==> src/rtl/ife_block_assembler.sv <==
// Packs a serial instruction stream into fixed-size, ID-tagged, NOP-padded blocks.
// A fill buffer plus an output register let the next block fill while the current one is back-pressured.
module ife_block_assembler #(
    parameter int                     BLOCK_ID_WIDTH = 8,
    parameter int                     INSTR_WIDTH    = 32,
    parameter int                     BLOCK_SIZE     = 4,
    parameter logic [INSTR_WIDTH-1:0] NOP_INSTR      = 32'h00000013
) (
    input  logic                              clk,
    input  logic                              rst_n,
    input  logic [INSTR_WIDTH-1:0]            instr_in,
    input  logic                              instr_valid,
    input  logic                              instr_last,
    output logic                              instr_ready,
    input  logic                              flush,
    output logic [BLOCK_ID_WIDTH-1:0]         block_id_out,
    output logic [BLOCK_SIZE*INSTR_WIDTH-1:0] block_data_out,
    output logic [$clog2(BLOCK_SIZE+1)-1:0]   block_len_out,
    output logic                              block_valid_out,
    input  logic                              block_ready_in
);

    localparam int CNT_WIDTH = $clog2(BLOCK_SIZE);
    localparam int LEN_WIDTH = $clog2(BLOCK_SIZE+1);

    typedef enum logic {
        FILL = 1'b0,
        HOLD = 1'b1
    } state_t;

    state_t                          state_reg, state_next;
    logic [CNT_WIDTH-1:0]            cnt_reg;
    logic [LEN_WIDTH-1:0]            hold_len_reg;
    logic [BLOCK_ID_WIDTH-1:0]       next_id_reg;
    logic [INSTR_WIDTH-1:0]          buf_reg [BLOCK_SIZE];
    logic [INSTR_WIDTH-1:0]          fill_view [BLOCK_SIZE];
    logic [BLOCK_SIZE*INSTR_WIDTH-1:0] block_next;

    logic                            out_valid_reg;
    logic [BLOCK_ID_WIDTH-1:0]       out_id_reg;
    logic [LEN_WIDTH-1:0]            out_len_reg;
    logic [BLOCK_SIZE*INSTR_WIDTH-1:0] out_data_reg;

    logic out_free;
    logic last_slot;
    logic accept;
    logic close;
    logic emit_live;
    logic emit_held;
    logic park;
    logic emit;
    logic [LEN_WIDTH-1:0] live_len;

    assign out_free  = !out_valid_reg || block_ready_in;
    assign last_slot = (cnt_reg == CNT_WIDTH'(BLOCK_SIZE-1));
    assign live_len  = LEN_WIDTH'(cnt_reg) + LEN_WIDTH'(1);
    assign emit      = emit_live || emit_held;

    always_ff @(posedge clk or negedge rst_n) begin
        if (!rst_n) begin
            state_reg <= FILL;
        end else begin
            state_reg <= state_next;
        end
    end

    always_comb begin
        state_next  = state_reg;
        instr_ready = 1'b0;
        accept      = 1'b0;
        close       = 1'b0;
        emit_live   = 1'b0;
        emit_held   = 1'b0;
        park        = 1'b0;
        case (state_reg)
            FILL: begin
                instr_ready = !flush;
                accept      = instr_valid && !flush;
                close       = accept && (last_slot || instr_last);
                if (close) begin
                    if (out_free) begin
                        emit_live = 1'b1;
                    end else begin
                        park       = 1'b1;
                        state_next = HOLD;
                    end
                end
            end
            HOLD: begin
                if (!flush && out_free) begin
                    emit_held  = 1'b1;
                    state_next = FILL;
                end
            end
            default: state_next = FILL;
        endcase
        if (flush) begin
            state_next = FILL;
        end
    end

    // Slots above cnt are always NOP in the buffer (cleared on every emit/flush),
    // so the buffer with the live instruction overlaid is already the padded block.
    generate
        for (genvar gi = 0; gi < BLOCK_SIZE; gi++) begin : g_slot
            assign fill_view[gi] = (accept && cnt_reg == CNT_WIDTH'(gi)) ? instr_in : buf_reg[gi];
            assign block_next[gi*INSTR_WIDTH +: INSTR_WIDTH] = fill_view[gi];

            always_ff @(posedge clk or negedge rst_n) begin
                if (!rst_n) begin
                    buf_reg[gi] <= NOP_INSTR;
                end else if (flush || emit) begin
                    buf_reg[gi] <= NOP_INSTR;
                end else if (accept && cnt_reg == CNT_WIDTH'(gi)) begin
                    buf_reg[gi] <= instr_in;
                end
            end
        end
    endgenerate

    always_ff @(posedge clk or negedge rst_n) begin
        if (!rst_n) begin
            cnt_reg      <= '0;
            hold_len_reg <= '0;
        end else if (flush || emit) begin
            cnt_reg <= '0;
        end else if (park) begin
            hold_len_reg <= live_len;
        end else if (accept) begin
            cnt_reg <= cnt_reg + CNT_WIDTH'(1);
        end
    end

    // Flush drops the presented block; the ID counter only advances on emits.
    always_ff @(posedge clk or negedge rst_n) begin
        if (!rst_n) begin
            out_valid_reg <= 1'b0;
            out_id_reg    <= '0;
            out_len_reg   <= '0;
            out_data_reg  <= {BLOCK_SIZE{NOP_INSTR}};
            next_id_reg   <= '0;
        end else if (flush) begin
            out_valid_reg <= 1'b0;
        end else if (emit) begin
            out_valid_reg <= 1'b1;
            out_id_reg    <= next_id_reg;
            out_len_reg   <= emit_held ? hold_len_reg : live_len;
            out_data_reg  <= block_next;
            next_id_reg   <= next_id_reg + BLOCK_ID_WIDTH'(1);
        end else if (out_valid_reg && block_ready_in) begin
            out_valid_reg <= 1'b0;
        end
    end

    assign block_valid_out = out_valid_reg;
    assign block_id_out    = out_id_reg;
    assign block_len_out   = out_len_reg;
    assign block_data_out  = out_data_reg;

endmodule
==> config.mk <==
export PLATFORM = sky130hd
export DESIGN_NAME = ife_block_assembler
export DESIGN_NICKNAME = d
export VERILOG_FILES = /design/src/rtl/ife_block_assembler.sv
export SDC_FILE = /design/constraint.sdc
export NUM_CORES = 1
export LEC_CHECK = 0
export BUFFER_PORTS_ARGS = -buffer_cell sky130_fd_sc_hd__buf_2
export CAP_MARGIN = 20
export CORE_MARGIN = 4
export CORE_UTILIZATION = 45
export DETAILED_ROUTE_END_ITERATION = 12
export GPL_ROUTABILITY_DRIVEN = 1
export PLACE_DENSITY = 0.76
export REMOVE_ABC_BUFFERS = 1
export SYNTH_ARGS = -nofsm -noshare
export SYNTH_HDL_FRONTEND = slang
export SYNTH_SLANG_ARGS = --single-unit
export TNS_END_PERCENT = 50
==> constraint.sdc <==
create_clock -name clk -period 2.02 [get_ports clk]
set_input_delay 0 -clock clk [delete_from_list [all_inputs] [get_ports clk]]
set_output_delay 0 -clock clk [all_outputs]
set_load 0.01 [all_outputs]
==> summary.md, run 1 <==
| Metric | Value |
|---|---|
| CTS Buffer Depth | `3` |
| Leak | `6.26 nW` |
| Clk_skew | `9.24 ps` |
| Post-synthesis sequential area ratio | `0.648` |
| Core Util, Final | `0.586` |
| Layout Cells excl Fill | `1498` |
| Initial Utilization | `0.462` |
| Setup crit end kind | `register` |
| Clk_lat worst skew | `520 ps` |
| Final period utilization | `0.953` |
| Reg2reg setup slack | `100 ps` |
| CTS root buffer | `clkbuf_16` |
| P&R area growth vs syn | `26.8%` |
| R2R Path Start | `cnt_reg[1]` |
| CP Max Fanout | `9` |
| Synth Cell Area | `10900 um^2` |
| Number of cells after detailed placement | `1406` |
| Avg Cell Area, Syn | `11.7 um^2` |
| Total GRT Usage | `0.187` |
| Seq cells post-synth | `282` |
| Worst Hold Class | `primary input to asynchronous set/reset pin` |
| Startpoint types | `register` |
| Core Footprint | `23700 um^2` |
| Place WS | `44.7 ps` |
| Run status | `finished, final reports clean` |
| Cell Pwr Density | `1020 nW/um^2` |
| Worst R2R End | `block_data_out[44]` |
| Fmax | `520 MHz` |
| Hold Slack | `30.4 ps` |
| Setup-failing EPs final | `0` |
| Worst path cell trace | `inv_1 -> ha_1 -> nor4bb_4 -> buf_4 -> mux2i_1 -> a21oi_1` |
| Final hold viol count | `0` |
| Final wirelength | `25300 um` |
| RSZ-0062 raised after global routing | `true` |
| GRT Residual Overflow | `0` |
| Final #Nets | `1200` |
| Final Critical Period | `1920 ps` |
| Syn Inst Count | `932` |
| Worst relative slew slack | `0.597` |
| Syn. warnings | `0` |
| Residual DRC | `0` |
| Top Ports | `179` |
| Wire per inst | `16.9 um` |
| Crit path kind | `register to register` |
| Initial antenna violation count | `0` |
| WP data required | `2410 ps` |
| Port buffer count | `178` |
| Htree depth | `1` |
| Final HPWL DP | `15900 um` |
| Largest net degree at the start of global routing | `75` |
| Via Count | `7537` |
| Gpl congestion | `0.778` |
| Unique masters post-synth | `32` |
| Reg2Reg Depth | `6` |
| Number of DRC markers in iteration 0 | `569` |
| Vias/cell | `5.03` |
| Max cap viols | `0` |
| Worst path max stage delay | `410 ps` |
| Antenna viol nets, final | `0` |
| Total power | `14.2 mW` |
| # rows | `56` |
| Die W | `164 um` |
| Setup WS post-layout | `95.2 ps` |
| Share of layout cells above drive strength 1 | `0.269` |
| Clk sinks | `282` |
| CTS tree | `yes` |
| Die height | `164 um` |
| VDD IR max | `676 uV` |
| Inserted Diodes | `0` |
| Slowest-stage cell, CP | `dfrtp_1` |
| Worst-Margin Slew | `604 ps` |
| Vias in the first global route | `7766` |
| CTS buffer count | `29` |
| First-pass GRT wire length | `41000 um` |
| Die ar. | `26900 um^2` |
| Crit path arrival time | `2310 ps` |
| DRT Pass-1 Iters | `4` |
| Clock slew at the register clock pins of the worst setup and hold paths | `60 ps` |
| Slew Viols, Final | `0` |
per-stage QoR:
step | setup TNS [ps] | cell area (um^2)
2_1_floorplan | -1312050 | 10500
3_3_place_gp | 0 | 12400
3_5_place_dp | 0 | 12400
4_1_cts | 0 | 13800
5_1_grt | -66.7 | 13900
6_report | 0 | 13900
how the worst max path moves through the flow:
stage | from | endpoint | slack [ps] | cells past startpoint
2_1_floorplan | cnt_reg[0] | block_id_out[0] | -5980 | 4
3_3_place_gp | cnt_reg[0] | block_data_out[73] | 130 | 6
3_5_place_dp | cnt_reg[1] | block_data_out[53] | 40 | 9
4_1_cts | cnt_reg[1] | block_data_out[52] | 50 | 9
5_1_grt | cnt_reg[1] | block_data_out[27] | -30 | 6
6_report | cnt_reg[1] | block_data_out[44] | 100 | 6
cell usage after synthesis:
cell type,n,area [um^2]
dfrtp_1,258,6460
nor2_1,254,953
a21oi_1,135,676
mux2i_1,130,1300
buf_2,25,125
dfstp_2,24,631
buf_4,19,143
nand2_1,18,67.6
mux2_2,10,113
buf_6,9,101
clkbuf_1,9,33.8
ha_1,5,62.6
nor3_1,4,20.0
nor4bb_1,4,40.0
xor2_1,4,35.0
nand2b_1,3,18.8
xnor2_1,3,26.3
inv_1,2,7.51
nand4_1,2,12.5
nor2b_1,2,12.5
a22o_1,1,8.76
a2bb2oi_1,1,8.76
clkbuf_4,1,7.51
nand3_1,1,5.00
nand4b_1,1,8.76
nor4_1,1,6.26
nor4_4,1,21.3
o21a_1,1,7.51
o21ai_0,1,5.00
o21ai_2,1,8.76
o32a_1,1,10.0
or4b_2,1,10.0
worst max-delay path: cells and delay by family (launching register included):
family,cells,cell delay [ps]
buffers and inverters,2,420
AO/OA/AOI/OAI,1,130
multiplexers,1,290
flip-flops,1,410
adder cells (fa/ha/maj),1,150
AND/OR/NAND/NOR,1,370
routing by layer:
metal,track usage,wire [um]
met2,0.318,12500
met3,0.0379,1380
met1,0.251,10900
met4,0.0419,517
met5,0,0
where the power goes:
| group | internal (mW) | switching [mW] |
|---|---|---|
| clock network | 3.35 | 2.13 |
| logic | 0.894 | 1.18 |
| registers | 6.26 | 0.386 |
| total | 10.5 | 3.70 |
cell families after synthesis:
| family | Yosys count | synth area share |
|---|---|---|
| adders and majority gates | 5 | 0.00572 |
| muxes | 140 | 0.129 |
| buffers and inverters | 65 | 0.0382 |
| AOI/OAI and AO/OA | 141 | 0.0662 |
| xor gates and xnor gates | 7 | 0.00560 |
| and+or+nand+nor | 292 | 0.107 |
| DFF | 282 | 0.648 |
area by class of cell:
cell class / instances / area (um^2)
well taps: 319 / 399
repair buffers: 257 / 1850
clock buffers: 45 / 876
clock inverters: 8 / 120
fillers: 1973 / 9810
flip-flops and latches: 282 / 7090
inverters: 2 / 7.51
multi-input cells: 585 / 3530
repair_timing:
item	4_1_cts	5_1_grt
hold endpoints to repair	537	0
resized for setup	0	14
setup endpoints to repair	0	64
setup buffers	0	2
hold buffers	36	0
cell usage in the layout (no fill, tap or decap), types with 3 or more instances in the layout:
| master | netlist | routed |
|---|---|---|
| a21oi_1 | 135 | 135 |
| buf_12 | 0 | 17 |
| buf_2 | 25 | 177 |
| buf_4 | 19 | 19 |
| buf_6 | 9 | 5 |
| bufinv_16 | 0 | 3 |
| clkbuf_1 | 9 | 7 |
| clkbuf_16 | 0 | 30 |
| clkbuf_8 | 0 | 9 |
| clkinv_2 | 0 | 3 |
| dfrtp_1 | 258 | 258 |
| dfstp_2 | 24 | 24 |
| dlygate4sd3_1 | 0 | 36 |
| ha_1 | 5 | 4 |
| mux2_2 | 10 | 10 |
| mux2i_1 | 130 | 123 |
| mux2i_2 | 0 | 7 |
| nand2_1 | 18 | 18 |
| nor2_1 | 254 | 254 |
| nor3_1 | 4 | 4 |
| nor4bb_4 | 0 | 4 |
| xnor2_1 | 3 | 3 |
| xor2_1 | 4 | 4 |
No activity file was read; power rests on OpenSTA's default activity.
==> inputs of run 2 (changes only) <==
BUFFER_PORTS_ARGS = not set   (was -buffer_cell sky130_fd_sc_hd__buf_2)
CTS_BUF_LIST = sky130_fd_sc_hd__clkbuf_8   (was not set)
DONT_BUFFER_PORTS = 1   (was not set)
GPL_TIMING_DRIVEN = 0   (was not set)
PLACE_DENSITY = 0.7   (was 0.76)
==> summary.md, run 2 (same netlist as run 1, synthesis figures left out) <==
| Metric | Value |
|---|---|
| RSZ-0062 raised after global routing | `true` |
| Post-Route Setup TNS | `-863 ps` |
| Crit-path most repeated cell | `buf_12` |
| Metal-1 WL | `11100 um` |
| Final HPWL DP | `15600 um` |
| WP data required | `2430 ps` |
| Worst-Margin Slew | `873 ps` |
| Clock slew at the register clock pins of the worst setup and hold paths | `60 ps` |
| Setup WS post-layout | `-62.4 ps` |
| Place WS | `-1370 ps` |
| Vias in the first global route | `7694` |
| First-pass GRT wire length | `42500 um` |
| Antenna viol nets, final | `0` |
| CTS buffer count | `47` |
| Initial antenna violation count | `0` |
| Core Footprint | `23700 um^2` |
| Fmax | `480 MHz` |
| Met3 WL | `2310 um` |
| Most frequent cells in the layout | `dfrtp_1 (256), nor2_1 (244), a21oi_1 (116)` |
| Final Critical Period | `2080 ps` |
| Failing checks | `hold timing, setup timing` |
| Number of DRC markers in iteration 0 | `531` |
| Comb pwr share | `0.105` |
| CTS Buffer Depth | `3` |
| DRT Pass-1 Iters | `4` |
| Residual DRC | `0` |
| Total GRT Usage | `0.199` |
| Final wirelength | `28000 um` |
| Internal Power | `9.60 mW` |
| Clk_lat worst skew | `540 ps` |
| Htree depth | `2` |
| Worst path max stage delay | `440 ps` |
| Reg2reg setup slack | `-60 ps` |
| Crit path arrival time | `2490 ps` |
| Worst relative slew slack | `0.416` |
| Setup-failing EPs final | `30` |
| Clk sinks | `282` |
| Largest net degree at the start of global routing | `283` |
| Vias/cell | `5.25` |
| CTS root buffer | `clkbuf_8` |
| Gpl congestion | `0.720` |
| Run status | `complete, but fails checks` |
| Max cap viols | `0` |
| Initial Utilization | `0.462` |
| Crit path kind | `register to register` |
| Die ar. | `26900 um^2` |
| Buf/Inv on CP | `6` |
| Port buffer count | `0` |
| DP Area | `11500 um^2` |
| Wire per inst | `19.9 um` |
| Via Count | `7406` |
| CTS tree | `yes` |
| # rows | `56` |
| Clk pwr share | `0.364` |
| Final period utilization | `1.03` |
| Final hold viol count | `282` |
| Clk_skew | `17.7 ps` |
| Met2 WL | `14100 um` |
| Leak | `6.14 nW` |
| Die W | `164 um` |
| Setup crit end kind | `register` |
| P&R area growth vs syn | `31.1%` |
| GRT Residual Overflow | `0` |
| Startpoint types | `register` |
| Inserted Diodes | `0` |
| Sw frac | `0.275` |
| Cell Pwr Density | `923 nW/um^2` |
| Top Ports | `179` |
| Hold Slack | `-825 ps` |
| Top sig layer | `met4` |
| Share of layout cells above drive strength 1 | `0.263` |
| Worst path cell trace | `ha_4 -> nor3_4 -> nor4_4 -> buf_8 -> buf_12 -> buf_12 -> buf_12 -> buf_12 -> clkbuf_16 -> nor2_1 -> a21oi_1` |
| CP top delay family | `buffers and inverters` |
| Sequential share of power | `0.531` |
| CP Max Fanout | `10` |
| Final #Nets | `1101` |
| VDD IR max | `537 uV` |
| Worst Hold Class | `primary input to asynchronous set/reset pin` |
| Die height | `164 um` |
| Slew Viols, Final | `0` |
| Most common cell after layout, fill and taps aside | `dfrtp_1` |
| Final instance area | `14400 um^2` |
| Sw Pwr | `3.64 mW` |
| Slowest-stage cell, CP | `dfrtp_2` |
==> run 2: changes by cell type in the layout (fill, tap and decap cells not counted), moves of 26 or more <==
cell | before | now
buf_2 | 177 | 0
clkbuf_8 | 9 | 60
mux2i_1 | 123 | 85
mux2i_4 | 0 | 34
clkbuf_16 | 30 | 3
buf_4 | 19 | 45
==> run 2: through the flow <==
| step | util | total power [mW] | hold slack (ps) | cells |
|---|---|---|---|---|
| 3_5_place_dp | 0.484 | 8.09 | -288 | 1221 |
| 3_3_place_gp | 0.462 | 8.06 | -287 | 1188 |
| 6_report | 0.606 | 13.2 | -825 | 1411 |
| 2_1_floorplan | - | 7.70 | -296 | 869 |
| 4_1_cts | 0.564 | 13.2 | -876 | 1378 |
| 5_1_grt | 0.606 | 13.9 | -875 | 1411 |
==> run 2: per-layer routing <==
| layer | vias to the layer above | global-route usage |
|---|---|---|
| met5 | - | 0 |
| met4 | 0 | 0.0599 |
| met3 | 48 | 0.0645 |
| met2 | 228 | 0.332 |
| met1 | 3750 | 0.250 |
| li1 | 3380 | - |
==> run 2: area by class of cell <==
type,instances,area [um^2]
well taps,319,399
clock buffers,60,826
multi-input cells,587,4160
flip-flops and latches,282,7090
fillers,1838,9330
inverters,2,10.0
clock inverters,23,88.8
repair buffers,138,1770
==> run 2: final timing paths <==
kind	to	start	cells past startpoint
min reg2reg	next_id_reg[7]	next_id_reg[7]	1
max in group asynchronous	block_data_out[41]	rst_n	0
max	block_data_out[120]	cnt_reg[0]	11
min	buf_reg[127]	rst_n	0
min in group clk	buf_reg[108]	flush	5
max reg2reg	block_data_out[120]	cnt_reg[0]	11
==> run 2: power groups by stage <==
| stage | clock [mW] | combinational, mW | sequential, mW |
|---|---|---|---|
| final | 4.82 | 1.38 | 7.03 |
| after global routing | 5.26 | 1.55 | 7.11 |
| after CTS | 4.94 | 1.19 | 7.04 |
| after detailed placement | 0 | 0.965 | 7.12 |
| after global placement | 0 | 0.941 | 7.12 |
| after floorplan | 0 | 0.777 | 6.93 |
==> run 2: what timing repair did <==
action / CTS / global route
endpoints found under the hold margin: 551 / 368
hold buffers: 40 / 2
pin swaps: 7 / 7
endpoints found under the setup margin: 273 / 192
resized for setup: 48 / 130
setup buffers: 28 / 33
gates cloned: 7 / 3
